### src/rtl/seg7_scan_driver.sv
`timescale 1ns/1ps
// Eight-digit common-anode scan driver: double-buffered 5-bit character frame,
// per-slot blanking gap, commits only at frame wrap. Optional blink via SEG7_BLINK_EN.
module seg7_scan_driver #(
  parameter int DIGIT_CYCLES = 100000,
  parameter int BLANK_CYCLES = 2000,
  parameter int BLINK_HALF   = 25000000
) (
  input  logic        clock,
  input  logic        reset,
  input  logic [39:0] chars,
  input  logic        load,
  input  logic [7:0]  blink_mask,
  output logic [7:0]  an,
  output logic [6:0]  seg,
  output logic        dp,
  output logic        updated
);

  localparam int CNT_W = (DIGIT_CYCLES > 1) ? $clog2(DIGIT_CYCLES) : 1;
  localparam logic [CNT_W-1:0] SLOT_LAST  = CNT_W'(DIGIT_CYCLES - 1);
  localparam logic [CNT_W-1:0] BLANK_LAST = CNT_W'(BLANK_CYCLES - 1);
  localparam logic [39:0] BLANK_FRAME = {8{5'h10}};

  typedef enum logic {ST_BLANK, ST_ON} state_t;

  state_t state_q, state_d;
  logic [CNT_W-1:0] cnt_q, cnt_d;
  logic [2:0]  idx_q, idx_d;
  logic [39:0] shadow_q, shadow_d;
  logic [39:0] active_q, active_d;
  logic        pending_q, pending_d;
  logic        updated_q, updated_d;
  logic [7:0]  an_q, an_d;
  logic [6:0]  seg_q, seg_d;
  logic        slot_end, commit;
  logic [2:0]  digit_d;
  logic [4:0]  code_d;

`ifdef SEG7_BLINK_EN
  localparam int BW = (BLINK_HALF > 1) ? $clog2(BLINK_HALF) : 1;
  localparam logic [BW-1:0] BLINK_LAST = BW'(BLINK_HALF - 1);
  logic [BW-1:0] blink_cnt_q, blink_cnt_d;
  logic          blink_phase_q, blink_phase_d;
`else
  logic unused_blink;
  assign unused_blink = ^{blink_mask, 32'(BLINK_HALF)};
`endif

  function automatic logic [6:0] decode(input logic [4:0] c);
    case (c)
      5'h00: decode = 7'h40;
      5'h01: decode = 7'h79;
      5'h02: decode = 7'h24;
      5'h03: decode = 7'h30;
      5'h04: decode = 7'h19;
      5'h05: decode = 7'h12;
      5'h06: decode = 7'h02;
      5'h07: decode = 7'h78;
      5'h08: decode = 7'h00;
      5'h09: decode = 7'h10;
      5'h0A: decode = 7'h0C;
      5'h0B: decode = 7'h03;
      5'h0C: decode = 7'h46;
      5'h0D: decode = 7'h47;
      5'h0E: decode = 7'h11;
      5'h0F: decode = 7'h42;
      5'h11: decode = 7'h61;
      5'h12: decode = 7'h12;
      5'h13: decode = 7'h06;
      5'h14: decode = 7'h07;
      5'h15: decode = 7'h41;
      default: decode = 7'h7F;
    endcase
  endfunction

  always_comb begin
    cnt_d     = cnt_q + 1'b1;
    idx_d     = idx_q;
    state_d   = state_q;
    slot_end  = (cnt_q == SLOT_LAST);
    if (slot_end) begin
      cnt_d   = '0;
      idx_d   = idx_q + 3'd1;
      state_d = ST_BLANK;
    end else if (cnt_q == BLANK_LAST) begin
      state_d = ST_ON;
    end

    // A load on the commit edge still lands in the shadow; the commit uses the old shadow.
    commit    = slot_end && (idx_q == 3'd7) && pending_q;
    active_d  = commit ? shadow_q : active_q;
    shadow_d  = load ? chars : shadow_q;
    pending_d = load | (pending_q & ~commit);
    updated_d = commit;

`ifdef SEG7_BLINK_EN
    blink_cnt_d   = blink_cnt_q + 1'b1;
    blink_phase_d = blink_phase_q;
    if (blink_cnt_q == BLINK_LAST) begin
      blink_cnt_d   = '0;
      blink_phase_d = ~blink_phase_q;
    end
`endif

    // Outputs are computed from next-state values so an and seg always move together.
    digit_d = ~idx_d;
    code_d  = 5'h10;
    for (int i = 0; i < 8; i++) begin
      if (digit_d == 3'(i)) code_d = active_d[5*i +: 5];
    end
    an_d  = 8'hFF;
    seg_d = 7'h7F;
    if (state_d == ST_ON) begin
      an_d  = ~(8'h01 << digit_d);
      seg_d = decode(code_d);
`ifdef SEG7_BLINK_EN
      if (blink_phase_d && blink_mask[digit_d]) seg_d = 7'h7F;
`endif
    end
  end

  always_ff @(posedge clock or negedge reset) begin
    if (!reset) begin
      state_q   <= ST_BLANK;
      cnt_q     <= '0;
      idx_q     <= '0;
      shadow_q  <= BLANK_FRAME;
      active_q  <= BLANK_FRAME;
      pending_q <= 1'b0;
      updated_q <= 1'b0;
      an_q      <= 8'hFF;
      seg_q     <= 7'h7F;
    end else begin
      state_q   <= state_d;
      cnt_q     <= cnt_d;
      idx_q     <= idx_d;
      shadow_q  <= shadow_d;
      active_q  <= active_d;
      pending_q <= pending_d;
      updated_q <= updated_d;
      an_q      <= an_d;
      seg_q     <= seg_d;
    end
  end

`ifdef SEG7_BLINK_EN
  always_ff @(posedge clock or negedge reset) begin
    if (!reset) begin
      blink_cnt_q   <= '0;
      blink_phase_q <= 1'b0;
    end else begin
      blink_cnt_q   <= blink_cnt_d;
      blink_phase_q <= blink_phase_d;
    end
  end
`endif

  assign an      = an_q;
  assign seg     = seg_q;
  assign dp      = 1'b1;
  assign updated = updated_q;

endmodule

### config.mk
export PLATFORM = sky130hd
export DESIGN_NAME = seg7_scan_driver
export DESIGN_NICKNAME = d
export VERILOG_FILES = /design/src/rtl/seg7_scan_driver.sv
export SDC_FILE = /design/constraint.sdc
export NUM_CORES = 1
export LEC_CHECK = 0
export CORE_ASPECT_RATIO = 0.8
export CORE_UTILIZATION = 24
export CTS_BUF_LIST = sky130_fd_sc_hd__clkbuf_16
export CTS_CLUSTER_SIZE = 20
export DETAILED_ROUTE_END_ITERATION = 10
export GPL_TIMING_DRIVEN = 0
export SETUP_SLACK_MARGIN = 0.15
export SYNTH_ARGS = -nofsm -noshare
export SYNTH_HDL_FRONTEND = slang
export SYNTH_SLANG_ARGS = --single-unit
### constraint.sdc
create_clock -name clock -period 3.9 [get_ports clock]
set_clock_uncertainty 0.1 [all_clocks]
set_input_delay 0.78 -clock clock [delete_from_list [all_inputs] [get_ports clock]]
set_output_delay 0.78 -clock clock [all_outputs]
set_load 0.005 [all_outputs]
Yosys cells after proc, flatten, opt, wreduce, memory -nomap -nowiden

Memories as Yosys holds them, arrays and structs flattened.
Index checks and enable logic that the tools add are counted.

Add/subtract/negate cells: 2
Equality and inequality tests: 10
Shift operators: 1
Muxes and demuxes: 15
Bitwise logic cells: 5
Reduce and logical (&&, ||, !) cells: 3

Operators by type and width:

| operator                | count |
|---|---|
| $mux W40                | 1 |
| $mux W5                 | 8 |
| $add A17 B1 Y17 const B | 1 |
| $eq A17 B11 Y1 const B  | 1 |
| $eq A17 B17 Y1 const B  | 1 |
| $mux W17                | 1 |
| $eq A3 B3 Y1 const B    | 5 |
| $mux W8                 | 1 |
| $not A8 Y8              | 1 |
| $shl A1 B3 Y8 const A   | 1 |
| $mux W7                 | 1 |
| $eq A3 B2 Y1 const B    | 2 |
| $add A3 B1 Y3 const B   | 1 |
| $eq A3 B1 Y1 const B    | 1 |
| $logic_not A3 Y1        | 1 |
| $mux W3                 | 1 |
| $not A3 Y3              | 1 |
| $logic_and A1 B1 Y1     | 2 |
| $mux W1                 | 2 |
| $and A1 B1 Y1           | 1 |
| $not A1 Y1              | 1 |
| $or A1 B1 Y1            | 1 |

Register bits after elaboration: 118
ROM bits: 224
Output and inout port bits: 17
Word-level logic and storage cells: 46
Memories: 1

Memories:

| name             | depth | width | rd ports | clocked after Yosys merged registers in | write ports | RTL line | RTL |
|---|---|---|---|---|---|---|---|
| (name not given) | 32    | 7     | 1        | 0                                       | 0           | 51       | `case (c)` |

Depth between registers and ports, before layout

An unclocked memory read counts as a cell.

Depth in word-level cells: 14
Mapped depth: 18
Gate-level depth less buffers: 15

Worst setup path before layout

Ideal clock, no wire load.

Path kind: reg-to-reg
From: register cnt_q[13]
To: register seg_q[4] (netlist: seg[4])
Arrival: 3.621 ns
Data required time: 3.704 ns
Slack: 0.083 ns
Stages on the path, launching flop included: 13
Clock period less this slack: 3.817 ns
Cells stage by stage: dfrtp_1 > or4b_4 > or4b_4 > nor3_2 > a21oi_2 > buf_6 > or4_4 > a221oi_4 > inv_2 > ha_1 > mux2_1 > a21oi_1 > o221ai_2

Cells in the longest elaborated chain, start to end: 14
Elaborated cells on any way between the ends: 27
Classes of those cells: eq/ne (9); mux (13); bitwise (1); reduce/logical (3); memory (1)

RTL lines:

| element                                           | RTL line | RTL |
|---|---|---|
| start: declaration                                | 28       | `logic [CNT_W-1:0] cnt_q, cnt_d;` |
| start signal: assignment                          | 136      | `cnt_q <= cnt_d;` |
| $eq A17 B17 Y1                                    | 81       | `slot_end = (cnt_q == SLOT_LAST);` |
| $mux W3 or $logic_and A1 B1 Y1 (tied branches)    | 82, 91   |  |
| $not A3 Y3 or $logic_and A1 B1 Y1 (tied branches) | 107, 91  |  |
| $logic_not A3 Y1 or $mux W40 (tied branches)      | 110, 92  |  |
| $mux W5 (8 in series)                             | 110      | `if (digit_d == 3'(i)) code_d = active_d[5*i +: 5];` |
| $mem_v2 Z32 W7                                    | --       |  |
| $mux W7 (*)                                       | 114      | `if (state_d == ST_ON) begin` |
| named net seg_d[4]                                | 35       | `logic [6:0] seg_q, seg_d;` |
| end signal: assignment                            | 143      | `seg_q <= seg_d;` |
| end: declaration                                  | 35       |  |

The timed path passes the listed nets; every way through them passes the cells marked *.
A chain may end at the register's enable or synchronous reset.

Worst setup path in the final report

From: register cnt_q[14]
To: register seg_q[3] (netlist: seg[3])

Same word-level chain as after synthesis.

==> run summary <==
H-tree Lvls: 4
Worst Setup Start Kind: flop
Clock Sinks: 118
Tot Pwr: 0.00291 W
Vias per cell: 4.61
Status: finished with violations
Synth cell types: 74
Gpl congestion: 0.914
Num CTS Buffers: 17
Vias: 4452
Final hold violations: 0
Setup ws final: -14.4 ps
Vias in the first global route: 4283
Initial antenna violation count: 0
Most frequent cells after synthesis: dfrtp_1 (87), nand2_1 (83), mux2_2 (49)
First-pass GRT wire length: 24200 um
Root Buffer: clkbuf_16
Fraction of synthesized area in multiplexers: 13.2%
Xor-xnor portion of the synthesized cell area: 2.14%
EDFF count, synth: 0
Slew HR: 55.8%
RSZ-0062 raised after global routing: yes
Slew @ Worst Pin: 664 ps
Slew Limit Fails: 0
Synth area leader: dfrtp_1
Syn Inst Count: 519
R2r worst-path depth: 12
Hold buffers post-CTS: 0
Max cap viols: 0
Chip Height: 140 um
Final period utilization: 100%
PD cells: 361 mW/mm^2
Dominant synthesized flop cell: dfrtp_1
Detailed router's first-iteration violation count: 303
Final instance area: 0.00806 sq mm
Largest net degree at the start of global routing: 68
Clock tree buffer depth: 2
Clock slew at reported path FFs: 60 ps
Routed Wire Length: 15400 um
Area occupied by multi-input gates: 0.00289 sq mm
Most instantiated library cell after synthesis: dfrtp_1
Top Ports: 68
PortBufs: 57
Tot GR Track Use: 12.9%
WL per Instance: 16.0 um
Core area: 0.0234 sq mm
Post-synthesis compound-gate area fraction: 11.3%
CTS tree: done
Congestion Overflow GR: 0
Critical path endpoint category: flop
Die area: 0.0245 sq mm
Post-synthesis adder-cell area fraction: 2.40%
Tightest Hold Check Type: primary input to async pin
WS Path Type: flop to flop
Antenna Cells: 0
Ys Warns: 0
Failing checks: setup timing
FF/Latch Area: 0.00300 sq mm
Setup Viol. Count Final: 1
Seq/Total Area, Yosys: 52.2%
DRC Markers: 0
Post-Syn Area per Cell: 11.1 sq um
Mapped cell area: 0.00574 sq mm
Arrival time at the worst endpoint: 4130 ps
Combinational family with the most area after synthesis: simple AND/OR/NAND/NOR gates
Yosys top cell area share: 38.0%
Starting Density: 24.5%
Nets@finish: 702
DR pass1 iterations: 5
Synth area leaders: dfrtp_1 (38%), dfstp_2 (14%), mux2_2 (9.6%), nand2_1 (5.4%), mux2i_1 (3.1%)
Fillers: 2342
Clk Latency, worst-skew pair: 420 ps
Die Wd: 175 um
Placed Area: 0.00675 sq mm
Post-synthesis simple-gate area fraction: 14.7%
Detail Route Antenna Nets: 0
Fraction of layout cells with a size suffix above 1: 37.1%
Syn nets: 581
Rows: 50
Critical Path RT: 4110 ps
Fraction of registers with async set/reset: 100%
Final worst path period need: 3910 ps
HPWL Detailed: 10700 um
Max FO, Critical Path: 4
Pleak: 3.47 nW
Synthesis-to-layout area growth: 40.5%
Final cell utilization of the core: 34.4%
Yosys reg bits: 118
Peak VDD IR: 0.000263 V
Max Freq: 255 MHz
## metal layers
layer	share of wire [%]	up-vias	GRT usage [%]
met5	0	-	0
met4	1.2	0	4.03
met3	5.7	20	3.64
met2	42	143	17.6
met1	51	2214	19.4
li1	-	2075	-
## cells in the final DEF (no fill, tap or decap), types with 4 or more instances in the layout
master,n
dfrtp_1,81
nand2_1,80
clkdlybuf4s50_1,56
mux2_2,49
buf_4,43
dfstp_2,31
inv_1,24
clkbuf_16,17
nor2_1,15
mux2i_1,15
buf_6,12
o21ai_0,11
clkbuf_1,9
nand3_1,9
xnor2_1,8
nand4_1,7
nor3_1,7
o21ai_1,6
a21o_1,6
xor2_1,6
ha_4,6
dfrtp_2,6
a21oi_2,5
a21oi_1,5
and2_1,4
and4_1,4
buf_1,4
or3_1,4
o31a_1,4
o22ai_1,4
o21ai_2,4
clkinv_4,4
## sequential cells by signal, summed over array words and instances, names as in the netlist
| name | flops |
|---|---|
| pending_q | 1 |
| shadow_q | 40 |
| idx_q | 3 |
| updated | 1 |
| state_q | 1 |
| seg | 7 |
| an | 8 |
| cnt_q | 17 |
| active_q | 40 |
## critical path: stages, from the launching register on
cell	delay (ps)
dfrtp_2	440
or4b_4	500
or4b_4	560
nor3_4	200
a21oi_4	70
buf_6	120
or4_4	560
a221oi_4	380
inv_2	110
ha_4	170
mux2_4	260
a221oi_2	240
o21ai_2	100
## area by class of cell
class,count,share of cell area (%)
well taps,312,4.84
plain buffers,27,2.24
flip-flops and latches,118,37.2
multi-input cells,347,35.8
clock buffers,17,5.28
clock inverters,15,1.60
repair buffers,102,11.7
inverters,27,1.29
## worst paths after layout
path                                             from                      to  slack [ps]
worst max-delay path              cnt_q[14]$_DFF_PN0_        seg[3]$_DFF_PN1_         -10
worst min-delay path                            reset     cnt_q[12]$_DFF_PN0_         200
worst max register to register    cnt_q[14]$_DFF_PN0_        seg[3]$_DFF_PN1_         -10
worst min register to register  active_q[5]$_DFF_PN0_   active_q[5]$_DFF_PN0_         370
max in group asynchronous                       reset  active_q[34]$_DFF_PN1_        2750
min in group clock              active_q[5]$_DFF_PN0_   active_q[5]$_DFF_PN0_         370
## logic make-up (layout without fill, tap and decap cells)
kind of cell               Yosys count  count (layout)
other                                1               1
and+or+nand+nor                    164             164
muxes                               69              69
buffers and inverters               54             188
xor gates and xnor gates            14              14
adders and majority gates           11              11
DFF                                118             118
AOI/OAI and AO/OA                   88              88
## what timing repair did
action                     in CTS  in global routing
setup endpoints to repair       7                  7
setup buffers                  22                 22
gates cloned                    0                  0
pin swaps                      13                 18
resized for setup              50                 56
## power breakdown
part	internal [W]	switching, W	leakage [nW]
clock network	0.000876	0.000600	0.269
logic	0.0000782	0.0000495	1.76
registers	0.00127	0.0000304	1.44
total	0.00223	0.000680	3.47
## per-stage QoR
| stage | hold slack [ps] | std cells | worst slack (ps) | setup TNS (ps) |
|---|---|---|---|---|
| floorplan | 333 | 519 | 166 | 0 |
| global placement | 346 | 888 | -2680 | -272520 |
| detailed placement | 355 | 889 | -629 | -3340 |
| CTS | 215 | 943 | 4.83 | 0 |
| global route | 225 | 965 | -98.0 | -197 |
| finish | 199 | 965 | -14.4 | -14.4 |
Note: power is estimated with default switching activity, not from simulation.
